==> src/rtl/truth_table_sequencer.sv <==
// Clocked stimulus driver and checker for a 2-input combinational gate:
// sweeps minterms 0..3, samples the gate after SETTLE cycles each, compares against EXPECTED.
module truth_table_sequencer #(
    parameter logic [3:0] EXPECTED = 4'b0001,
    parameter int         SETTLE   = 1
) (
    input  logic       clk,
    input  logic       reset,
    input  logic       start,
    input  logic       s,
    output logic       a,
    output logic       b,
    output logic [1:0] m,
    output logic       busy,
    output logic       done,
    output logic [3:0] truth_table,
    output logic       match
);

    localparam logic [1:0] IDLE = 2'd0;
    localparam logic [1:0] RUN  = 2'd1;
    localparam logic [1:0] DONE = 2'd2;

    localparam logic [3:0] LAST = 4'(SETTLE - 1);

    logic [1:0] state;
    logic [3:0] cnt;

    // "table" is a reserved word, so the captured table is exposed as truth_table.
    always_ff @(posedge clk) begin
        if (reset) begin
            state       <= IDLE;
            cnt         <= 4'd0;
            a           <= 1'b0;
            b           <= 1'b0;
            m           <= 2'd0;
            busy        <= 1'b0;
            done        <= 1'b0;
            truth_table <= 4'b0000;
            match       <= 1'b0;
        end else begin
            case (state)
                RUN: begin
                    if (cnt != LAST) begin
                        cnt <= cnt + 4'd1;
                    end else begin
                        cnt            <= 4'd0;
                        truth_table[m] <= s;
                        if (m != 2'd3) begin
                            m      <= m + 2'd1;
                            {a, b} <= m + 2'd1;
                        end else begin
                            // The last sample is still in flight, so fold s in directly.
                            state <= DONE;
                            busy  <= 1'b0;
                            done  <= 1'b1;
                            m     <= 2'd0;
                            a     <= 1'b0;
                            b     <= 1'b0;
                            match <= ({s, truth_table[2:0]} == EXPECTED);
                        end
                    end
                end
                default: begin
                    if (start) begin
                        state       <= RUN;
                        cnt         <= 4'd0;
                        a           <= 1'b0;
                        b           <= 1'b0;
                        m           <= 2'd0;
                        busy        <= 1'b1;
                        done        <= 1'b0;
                        truth_table <= 4'b0000;
                        match       <= 1'b0;
                    end
                end
            endcase
        end
    end

endmodule

==> config.mk <==
export PLATFORM = sky130hd
export DESIGN_NAME = truth_table_sequencer
export DESIGN_NICKNAME = d
export VERILOG_FILES = /design/src/rtl/truth_table_sequencer.sv
export SDC_FILE = /design/constraint.sdc
export NUM_CORES = 1
export LEC_CHECK = 0
export BUFFER_PORTS_ARGS = -buffer_cell sky130_fd_sc_hd__buf_2
export CAP_MARGIN = 20
export CELL_PAD_IN_SITES_DETAIL_PLACEMENT = 0
export CELL_PAD_IN_SITES_GLOBAL_PLACEMENT = 1
export CORE_MARGIN = 8
export CORE_UTILIZATION = 36
export DETAILED_ROUTE_END_ITERATION = 6
export HOLD_SLACK_MARGIN = 0.15
export PLACE_DENSITY = 0.68
export SLEW_MARGIN = 20
export SYNTH_ARGS = -nofsm -noshare
export SYNTH_HDL_FRONTEND = slang
export SYNTH_SLANG_ARGS = --single-unit
export TNS_END_PERCENT = 30
==> constraint.sdc <==
create_clock -name clk -period 3.45 [get_ports clk]
set_input_delay 0.69 -clock clk [delete_from_list [all_inputs] [get_ports clk]]
set_output_delay 0.69 -clock clk [all_outputs]
set_load 0.01 [all_outputs]
Word-level counts from Yosys, hierarchy flattened
Cells that the tools add are included.
W data, S select, Z words.

operators by class
  add/sub/neg operators = 2
  muxes and demuxes = 33
  equal/unequal tests = 5
  $lt $le $gt $ge = 2
  reduce and logical (&&, ||, !) cells = 5

operator list
  kind                   count
  $mux W4                5
  $mux W1                18
  $mux W2                8
  $ne A2 B2 Y1 const B   3
  $add A4 B1 Y4 const B  1
  $bwmux W4              1
  $eq A4 B1 Y1 const B   1
  $reduce_bool A4 Y1     1
  $lt A2 B3 Y1 const B   1
  $reduce_and A3 Y1      1
  $add A2 B1 Y2 const B  1
  $demux W1 S2           1
  $eq A2 B1 Y1 const B   1
  $ge A2 B1 Y1 const B   1
  $reduce_and A2 Y1      1
  $reduce_bool A2 Y1     1
  $logic_and A1 B1 Y1    1

word-level totals
  logic and storage cells = 56
  output and inout bits = 11
  register bits after elaboration = 17
  bits of input ports = 4

Longest topological paths before layout
Gate-level depths: netlist (run 1).

  depth after elaboration = 7
  gate-level depth with buffers = 6
  depth with buffers taken out = 5

Worst setup path before layout (run 1)
Ideal clock, no wire load.

  kind = input port to flip-flop
  start = input port reset
  end = register a
  slack = 2.011 ns
  library setup time = 0.127 ns
  stages = 4
  data required time = 3.323 ns
  buffers on the path = 2
  arrival time = 1.313 ns
  cells stage by stage = clkbuf_1 -> buf_2 -> nand4b_1 -> o41ai_1

RTL lines
  item                    RTL line  text
  start: declaration      8         input logic reset,
  end signal: assignment  51        {a, b} <= m + 2'd1;
  end: declaration        11        output logic a,

Worst setup path in the final report (run 1)
  start = register cnt[0]
  end = register truth_table[3]

between the ends
  word-level cells in the longest chain between the ends = 3

RTL lines
  item                                RTL line  text
  start: declaration                  27        logic [3:0] cnt;
  start signal: assignment            45        cnt <= cnt + 4'd1;
  $reduce_bool A4 Y1                  44        if (cnt != LAST) begin
  $ne A2 B2 Y1 (no source line)       -
  $reduce_and A2 Y1 (no source line)  -
  end signal: indexed assignment      48        truth_table[m] <= s;
  end: declaration                    16        output logic [3:0] truth_table,

No other way between the ends.
A chain may end at the register's enable or synchronous reset.

==> results.yml, run 1 <==
outcome:
  status: "finished, final reports clean"
place:
  place_inst: 116
  dp_slack_ps: 1690
  dp_hpwl_um: 1130
  place_congestion: 0.752
  port_buffers: 14
  dpl_cell_area_sq_um: 817
logic_synthesis:
  synth_top_area_frac: 0.346
  async_flop_share: 0
  syn-cell-area_sq_um: 753
  ys.flop_type: "dfxtp_1"
  yosys.cell_count.top_type: "dfxtp_1"
  syn-num-nets: 91
  synth_cell_types: 33
  syn_area_per_cell_sq_um: 9.30
  ys.warnings.count: 0
  seq_area_frac_synth: 0.346
  synth-edff-count: 0
  synth_common_cells: "dfxtp_1, inv_1, ha_1, nand3_1"
  ys_top_cells_by_area: "dfxtp_1, ha_1, o41ai_1"
  synth.largest_area_cell: "dfxtp_1"
  synth_cells: 81
  yosys_register_bits: 13
cts:
  clockBufferDepth: 2
  clock_latency_ps: 280
  htreeDepth: 1
  post_cts_resized: 0
  holdBufCountCts: 0
  clkSinkCount: 13
  cts_tree: "yes"
  clkTransAtPathRegs_ps: 90
  cts-root-buf: "clkbuf_4"
  post_cts_buffers: 0
  numCtsBuffers: 3
cells_and_area:
  nets: 104
  final_area_sq_um: 843
  antennaDiodeCount: 0
  stdcell_count: 120
  drive_above_1_share: 0.290
  area.growth.synth_to_final_pct: 12.0
setup_path:
  r2r_start: "cnt[0]"
  critPathCaptureType: "register"
  cp-start-kind: "register"
  cp-startpoint: "cnt[0]"
  required_ps: 3620
  ff2ff_setup_slack_ps: 1640
  crit_fanout: 12
  arrival_ps: 1980
  critPathKind: "reg -> reg"
drt:
  viasPerCell: 5.13
  dr.pass1.iters: 4
  wire_per_inst_um: 13.0
  route.detailed.drc: 0
  wirelength_um: 1560
  first_iter_violations: 12
  postRouteAntennaNets: 0
  dr_total_vias: 615
grt:
  grt_pass1_vias: 553
  grtUsageTotal: 0.0913
  grt_pass1_wl_um: 2570
  antenna_found_initial: 0
  grt.overflow.total: 0
  grt_start_max_net_pins: 19
pwr:
  p_per_area_nw_per_um2: 347
  vdd_ir_drop_max_uv: 183
  leakage_nw: 0.358
timing:
  fin_crit_sh: 0.524
  skew_ps: 2.99
  setup_viol: 0
  fin_tns_setup_ps: 0
  fmax_mhz: 553
  rsz0062_at_grt: "false"
  hold_violations: 0
  slew_violations: 0
  slew_headroom: 0.570
  worstMarginPinSlew_ps: 642
  layout_setup_ws_ps: 1640
  fin_crit_ps: 1810
die:
  initial_utilization: 0.384
  dieArea_sq_um: 3810
  rows: 16
  ios: 15
  core_sq_um: 1960
  die_x_um: 61.7
  die_h_um: 61.7
flow_run:
  drv_cap: 0
hold_path:
  worstHoldStart: "truth_table[1]"
  hp-class: "reg -> reg"
## layout by cell type (no fill, tap or decap), types with 2 or more instances in the layout
master and instances:
o41ai_1 4, mux2_2 2, clkbuf_4 3, buf_2 14, and3_1 3, nand4b_1 2, a21oi_1 4, nand2_1 3
ha_1 6, nor2b_1 2, inv_1 8, nor2_1 3, dfxtp_1 13, nand4_1 3, nand3_1 6
## final cells by class
class                   instances  area (sq um)
flip-flops and latches         13           260
clock buffers                   4          26.3
multi-input cells              54           423
inverters                       8          30.0
well taps                      27          33.8
fillers                       210          1120
repair buffers                 14          70.1
## metal layers
metal  global-route usage  vias to the layer above  routed length (um)
met5                    0                        -                   0
met4               0.0487                        0                  25
li1                     -                      311                   -
met3               0.0370                        4                  99
met1                0.131                      283                 819
met2                0.109                       17                 612
## critical path, stage by stage, from the launching register on
cell and delay (ps):
dfxtp_1 350, inv_1 70, ha_1 140, nor3b_2 540
nand3_1 270, mux2_2 320
## per-stage QoR
stage               utilization  hold slack, ps  total power, mW
global placement          0.416             464            0.199
detailed placement        0.416             468            0.199
global route              0.430             514            0.308
floorplan                     -             478            0.190
finish                    0.430             475            0.293
CTS                       0.430             480            0.294
## state kept, by name, summed over array words and instances, names as in the netlist
name and cells:
truth_table 4, state 2, b 1, match 1
a 1, cnt 4
## final timing paths
kind                                        to  cells after the start
worst min-delay path            truth_table[1]                      2
worst max-delay path            truth_table[3]                      5
worst max register to register  truth_table[3]                      5
worst min register to register  truth_table[1]                      2
## where the power goes
part | internal, mW | switching (mW) | total (mW)
Sequential | 0.153 | 0.00412 | 0.158
Clock | 0.0449 | 0.0531 | 0.0980
Combinational | 0.0149 | 0.0226 | 0.0375
Total | 0.213 | 0.0799 | 0.293
## cells by family (layout without fill, tap and decap cells)
kind of cell	count (synthesis)	after routing	share of synthesized area
compound gates	13	13	0.136
fa+ha+maj	6	6	0.0997
buf+inv	14	26	0.0930
flops	13	13	0.346
mux	3	3	0.0432
simple gates	32	32	0.282
(Power assumes the default switching activity.)
==> run 2: changes to the inputs <==
--- a/config.mk
+++ b/config.mk
@@ -5,15 +5,16 @@
 export SDC_FILE = /design/constraint.sdc
 export NUM_CORES = 1
 export LEC_CHECK = 0
+export ABC_AREA = 1
 export BUFFER_PORTS_ARGS = -buffer_cell sky130_fd_sc_hd__buf_2
 export CAP_MARGIN = 20
 export CELL_PAD_IN_SITES_DETAIL_PLACEMENT = 0
 export CELL_PAD_IN_SITES_GLOBAL_PLACEMENT = 1
 export CORE_MARGIN = 8
-export CORE_UTILIZATION = 36
+export CORE_UTILIZATION = 33
 export DETAILED_ROUTE_END_ITERATION = 6
 export HOLD_SLACK_MARGIN = 0.15
-export PLACE_DENSITY = 0.68
+export PLACE_DENSITY = 0.7
 export SLEW_MARGIN = 20
 export SYNTH_ARGS = -nofsm -noshare
 export SYNTH_HDL_FRONTEND = slang
==> constraint.sdc (replaced) <==
create_clock -name clk -period 1.6 [get_ports clk]
set_input_delay 0.32 -clock clk [delete_from_list [all_inputs] [get_ports clk]]
set_output_delay 0.32 -clock clk [all_outputs]
set_load 0.01 [all_outputs]
==> results.yml, run 2 <==
timing:
  skew_ps: 2.57
  fin_crit_sh: 0.793
  fin_tns_setup_ps: 0
  slew_headroom: 0.785
  slew_violations: 0
  hold_violations: 0
  setup_viol: 0
  fmax_mhz: 789
  rsz0062_at_grt: "false"
  fin_crit_ps: 1270
  worstMarginPinSlew_ps: 321
pwr:
  total_power_mw: 0.647
  vdd_ir_drop_max_uv: 349
  leakage_nw: 0.442
  p_per_area_nw_per_um2: 765
logic_synthesis:
  syn-cell-area_sq_um: 746
  async_flop_share: 0
  ys.flop_type: "dfxtp_1"
  syn_area_per_cell_sq_um: 7.10
  ys.warnings.count: 0
  yosys.area_share.xor_xnor: 0.0117
  yosys.cell_count.top_type: "nand2_1"
  syn-num-nets: 115
  synth.largest_area_cell: "dfxtp_1"
  synth-edff-count: 0
  yosys_register_bits: 13
  synth_common_cells: "nand2_1, inv_1, dfxtp_1"
  synth_cells: 105
  synth_mux_area_frac: 0
  synth_compound_area_frac: 0.0789
  synth_top_family_by_area: "simple AND/OR/NAND/NOR gates"
  synth_top_area_frac: 0.349
  synth-simple-area-share: 0.312
  synth_cell_types: 20
  yosys.area_share.adder: 0.101
  ys_top_cells_by_area: "dfxtp_1, nand2_1, ha_1"
  seq_area_frac_synth: 0.349
setup_path:
  r2r_start: "cnt[0]"
  crit_buf_inv: 2
  slowest_stage: "dfxtp_1"
  max_stage_delay_ps: 370
  critPathCaptureType: "register"
  arrival_ps: 1450
  cp-start-kind: "register"
  critPathKind: "reg -> reg"
  crit_chain: "inv_1, ha_1, nand2_1, nand2_4, nand3_1, nand2_1, inv_1, nor2_1"
  critPathTopFamily: "simple AND/OR/NAND/NOR gates"
  required_ps: 1780
  crit_fanout: 10
  cp-startpoint: "cnt[0]"
cells_and_area:
  area.growth.synth_to_final_pct: 13.4
  num-fill-cells: 253
  final_area_sq_um: 846
  nets: 130
  drive_above_1_share: 0.193
  final_common_cell: "nand2_1"
  reg_top3: "cnt (4), truth_table (4), state (2)"
  antennaDiodeCount: 0
  final_cell_mix: "nand2_1, inv_1, buf_2"
place:
  place_congestion: 0.722
  dpl_cell_area_sq_um: 820
  dp_hpwl_um: 1250
  port_buffers: 14
cts:
  cts-root-buf: "clkbuf_4"
  clkSinkCount: 13
  numCtsBuffers: 3
  clockBufferDepth: 2
  clock_latency_ps: 270
  cts_tree: "yes"
  post_cts_resized: 0
  holdBufCountCts: 0
  post_cts_buffers: 0
  htreeDepth: 1
  clkTransAtPathRegs_ps: 80
drt:
  postRouteAntennaNets: 0
  route.detailed.drc: 0
  viasPerCell: 4.48
  wire_per_inst_um: 10.5
  first_iter_violations: 25
  dr.pass1.iters: 6
  wirelength_um: 1550
  dr_total_vias: 658
outcome:
  status: "finished, final reports clean"
hold_path:
  hp-class: "in -> reg"
  worstHoldStart: "reset"
grt:
  grt_start_max_net_pins: 12
  grt_pass1_wl_um: 2810
  grt_pass1_vias: 666
  grtUsageTotal: 0.0842
  antenna_found_initial: 0
  grt.overflow.total: 0
die:
  rows: 17
  initial_utilization: 0.344
  die_x_um: 63.5
  ios: 15
  core_sq_um: 2170
  die_h_um: 63.5
  dieArea_sq_um: 4040
flow_run:
  drv_cap: 0
-- run 2: cell types whose count changed after synthesis, moves of 4 or more --
cell,before,now
nand2_1,3,21
inv_1,8,20
a21oi_1,4,8
nand3_1,6,10
nor2_1,3,7
o41ai_1,4,0
-- run 2: layout make-up --
type | count | area [sq um] | area share
Clock buffer | 4 | 26.3 | 0.0311
Multi-Input combinational cell | 67 | 375 | 0.444
Tap cell | 28 | 35.0 | 0.0414
Sequential cell | 13 | 260 | 0.308
Inverter | 21 | 78.8 | 0.0932
Timing Repair Buffer | 14 | 70.1 | 0.0828
-- run 2: final timing paths --
path / endpoint / slack [ps] / cells after the start
worst max register to register: truth_table[2] / 330 / 8
worst max-delay path: truth_table[2] / 330 / 8
worst min register to register: match / 470 / 2
worst min-delay path: state[1] / 300 / 2
-- run 2: report_power, final --
part	switching, mW	leakage [nW]	total [mW]	internal, mW
logic	0.0635	0.321	0.0987	0.0353
clock network	0.110	0.0150	0.207	0.0966
registers	0.00858	0.106	0.341	0.333
-- run 2: cell families after synthesis --
family,after synthesis
simple gates,49
buf+inv,25
flops,13
compound gates,11
fa+ha+maj,6
xor+xnor,1
-- run 2: per-stage QoR --
step                      hold WS (ps)  worst slack [ps]   util  instances
after floorplan                    470               455      -        105
after global placement             458               359  0.378        143
after detailed placement           462               333  0.378        143
after CTS                          305               320  0.390        147
after global routing               330               200  0.390        147
final                              305               332  0.390        147
-- run 2: metal layers --
layer / part of all wire / routed length (um) / GRT usage
met3: 0.084 / 130 / 0.0336
met5: 0 / 0 / 0
met4: 0.016 / 25 / 0.0334
met2: 0.41 / 641 / 0.125
met1: 0.48 / 749 / 0.105
==> run 3: changes to the inputs <==
--- a/config.mk
+++ b/config.mk
@@ -5,16 +5,16 @@
 export SDC_FILE = /design/constraint.sdc
 export NUM_CORES = 1
 export LEC_CHECK = 0
-export ABC_AREA = 1
+export ABC_AREA = 0
 export BUFFER_PORTS_ARGS = -buffer_cell sky130_fd_sc_hd__buf_2
 export CAP_MARGIN = 20
 export CELL_PAD_IN_SITES_DETAIL_PLACEMENT = 0
 export CELL_PAD_IN_SITES_GLOBAL_PLACEMENT = 1
 export CORE_MARGIN = 8
-export CORE_UTILIZATION = 33
+export CORE_UTILIZATION = 36
 export DETAILED_ROUTE_END_ITERATION = 6
 export HOLD_SLACK_MARGIN = 0.15
-export PLACE_DENSITY = 0.7
+export PLACE_DENSITY = 0.68
 export SLEW_MARGIN = 20
 export SYNTH_ARGS = -nofsm -noshare
 export SYNTH_HDL_FRONTEND = slang
==> constraint.sdc (replaced) <==
create_clock -name clk -period 1.2 [get_ports clk]
set_input_delay 0.24 -clock clk [delete_from_list [all_inputs] [get_ports clk]]
set_output_delay 0.24 -clock clk [all_outputs]
set_load 0.01 [all_outputs]
==> results.yml, run 3 (same netlist as run 1, synthesis figures left out) <==
outcome:
  status: "complete, but fails checks"
  violations: "negative setup slack"
setup_path:
  max_stage_delay_ps: 490
  crit_fanout: 4
  arrival_ps: 1580
  reg2regPathDepth: 5
  cp-start-kind: "register"
  slowest_stage: "or4b_4"
  crit_chain: "inv_2, ha_4, nor3b_4, or4b_4, o22ai_2"
  critPathKind: "reg -> reg"
  required_ps: 1410
  r2r_start: "cnt[0]"
  ff2ff_setup_slack_ps: -170
  critPathCaptureType: "register"
  r2r_end: "cnt[2]"
drt:
  postRouteAntennaNets: 0
  first_iter_violations: 19
  dr_total_vias: 668
  wirelength_um: 1720
  wl_met3_um: 113
  wl_met1_um: 865
  route.detailed.drc: 0
  dr_wl_met2_um: 726
  viasPerCell: 4.95
  dr.pass1.iters: 2
  wire_per_inst_um: 12.7
  highest_layer: "met4"
grt:
  grt_start_max_net_pins: 14
  grtUsageTotal: 0.103
  grt_pass1_wl_um: 2890
  grt_pass1_vias: 650
  grt.overflow.total: 0
  antenna_found_initial: 0
cts:
  cts-root-buf: "clkbuf_4"
  htreeDepth: 1
  holdBufCountCts: 0
  clkTransAtPathRegs_ps: 80
  clock_latency_ps: 270
  numCtsBuffers: 3
  cts_tree: "yes"
  clockBufferDepth: 2
  clkSinkCount: 13
  post_cts_buffers: 0
timing:
  worstMarginPinSlew_ps: 503
  hold_violations: 0
  skew_ps: 1.09
  slew_headroom: 0.664
  fmax_mhz: 731
  fin_crit_ps: 1370
  hold_slack_ps: 246
  slew_violations: 0
  fin_crit_sh: 1.14
  layout_setup_ws_ps: -169
  setup_viol: 11
  rsz0062_at_grt: "true"
  fin_tns_setup_ps: -1130
cells_and_area:
  reg_top3: "cnt (4), truth_table (4), state (2)"
  drive_above_1_share: 0.519
  area.growth.synth_to_final_pct: 36.4
  final_area_sq_um: 1030
  final_cell_mix: "buf_2, buf_4, dfxtp_1"
  post-route-util: 0.524
  antennaDiodeCount: 0
  nets: 119
pwr:
  combPwrFrac: 0.177
  p_clk_frac: 0.309
  p_per_area_nw_per_um2: 854
  leakage_nw: 0.465
  seqPwrFrac: 0.515
  p_sw_mw: 0.234
  vdd_ir_drop_max_uv: 579
  p_sw_frac: 0.266
  p_int_mw: 0.644
hold_path:
  hp-class: "in -> reg"
  worstHoldStart: "s"
  holdPathStages: 4
  min_to: "match"
die:
  dieArea_sq_um: 3810
  ios: 15
  die_h_um: 61.7
  die_x_um: 61.7
  initial_utilization: 0.384
  core_sq_um: 1960
  rows: 16
place:
  place_congestion: 0.770
  dpl_cell_area_sq_um: 941
  dp_slack_ps: -184
  dp_hpwl_um: 1330
  port_buffers: 14
flow_run:
  drv_cap: 0
-- run 3: worst max path at each step --
stage          slack [ps]  depth (start not counted)  startpoint      to
2_1_floorplan        -160                          5      cnt[1]  cnt[2]
3_3_place_gp         -150                          5      cnt[1]  cnt[2]
3_5_place_dp         -180                          5      cnt[1]  cnt[2]
4_1_cts              -180                          5      cnt[1]  cnt[2]
5_1_grt              -200                          5      cnt[1]  cnt[2]
6_report             -170                          5      cnt[0]  cnt[2]
-- run 3: stage by stage --
| step | std cells | power, mW |
|---|---|---|
| after floorplan | 81 | 0.546 |
| after global placement | 131 | 0.602 |
| after detailed placement | 131 | 0.605 |
| after CTS | 135 | 0.889 |
| after global routing | 135 | 0.930 |
| final | 135 | 0.878 |
-- run 3: layer usage --
metal,up-vias,track usage
met5,-,0
met4,0,0.0292
met3,2,0.0391
met2,14,0.152
met1,306,0.136
li1,346,-
-- run 3: layout make-up --
class,instances,area [sq um]
multi-input combinational,54,485
timing repair buffer,29,186
clock buffer,4,26.3
sequential,13,265
tap,27,33.8
inverter,8,30.0
fill,211,935
-- run 3: power by group through the flow --
stage | registers, mW | logic (mW) | clock network (mW)
6_report | 0.452 | 0.155 | 0.271
5_1_grt | 0.454 | 0.169 | 0.306
4_1_cts | 0.451 | 0.153 | 0.285
3_5_place_dp | 0.461 | 0.143 | 0
3_3_place_gp | 0.461 | 0.142 | 0
2_1_floorplan | 0.467 | 0.0800 | 0
-- run 3: repair_timing --
action	4_1_cts	5_1_grt
setup endpoints to repair	11	15
hold endpoints to repair	0	0
gates resized for setup	4	7
pin swaps	2	2
gates cloned	0	0
-- run 3: critical path, delay by kind of cell, from the launching register on --
| kind | cells | cell delay, ps |
|---|---|---|
| compound gates | 1 | 140 |
| fa+ha+maj | 1 | 140 |
| simple gates | 2 | 650 |
| flops | 1 | 340 |
| buf+inv | 1 | 40 |
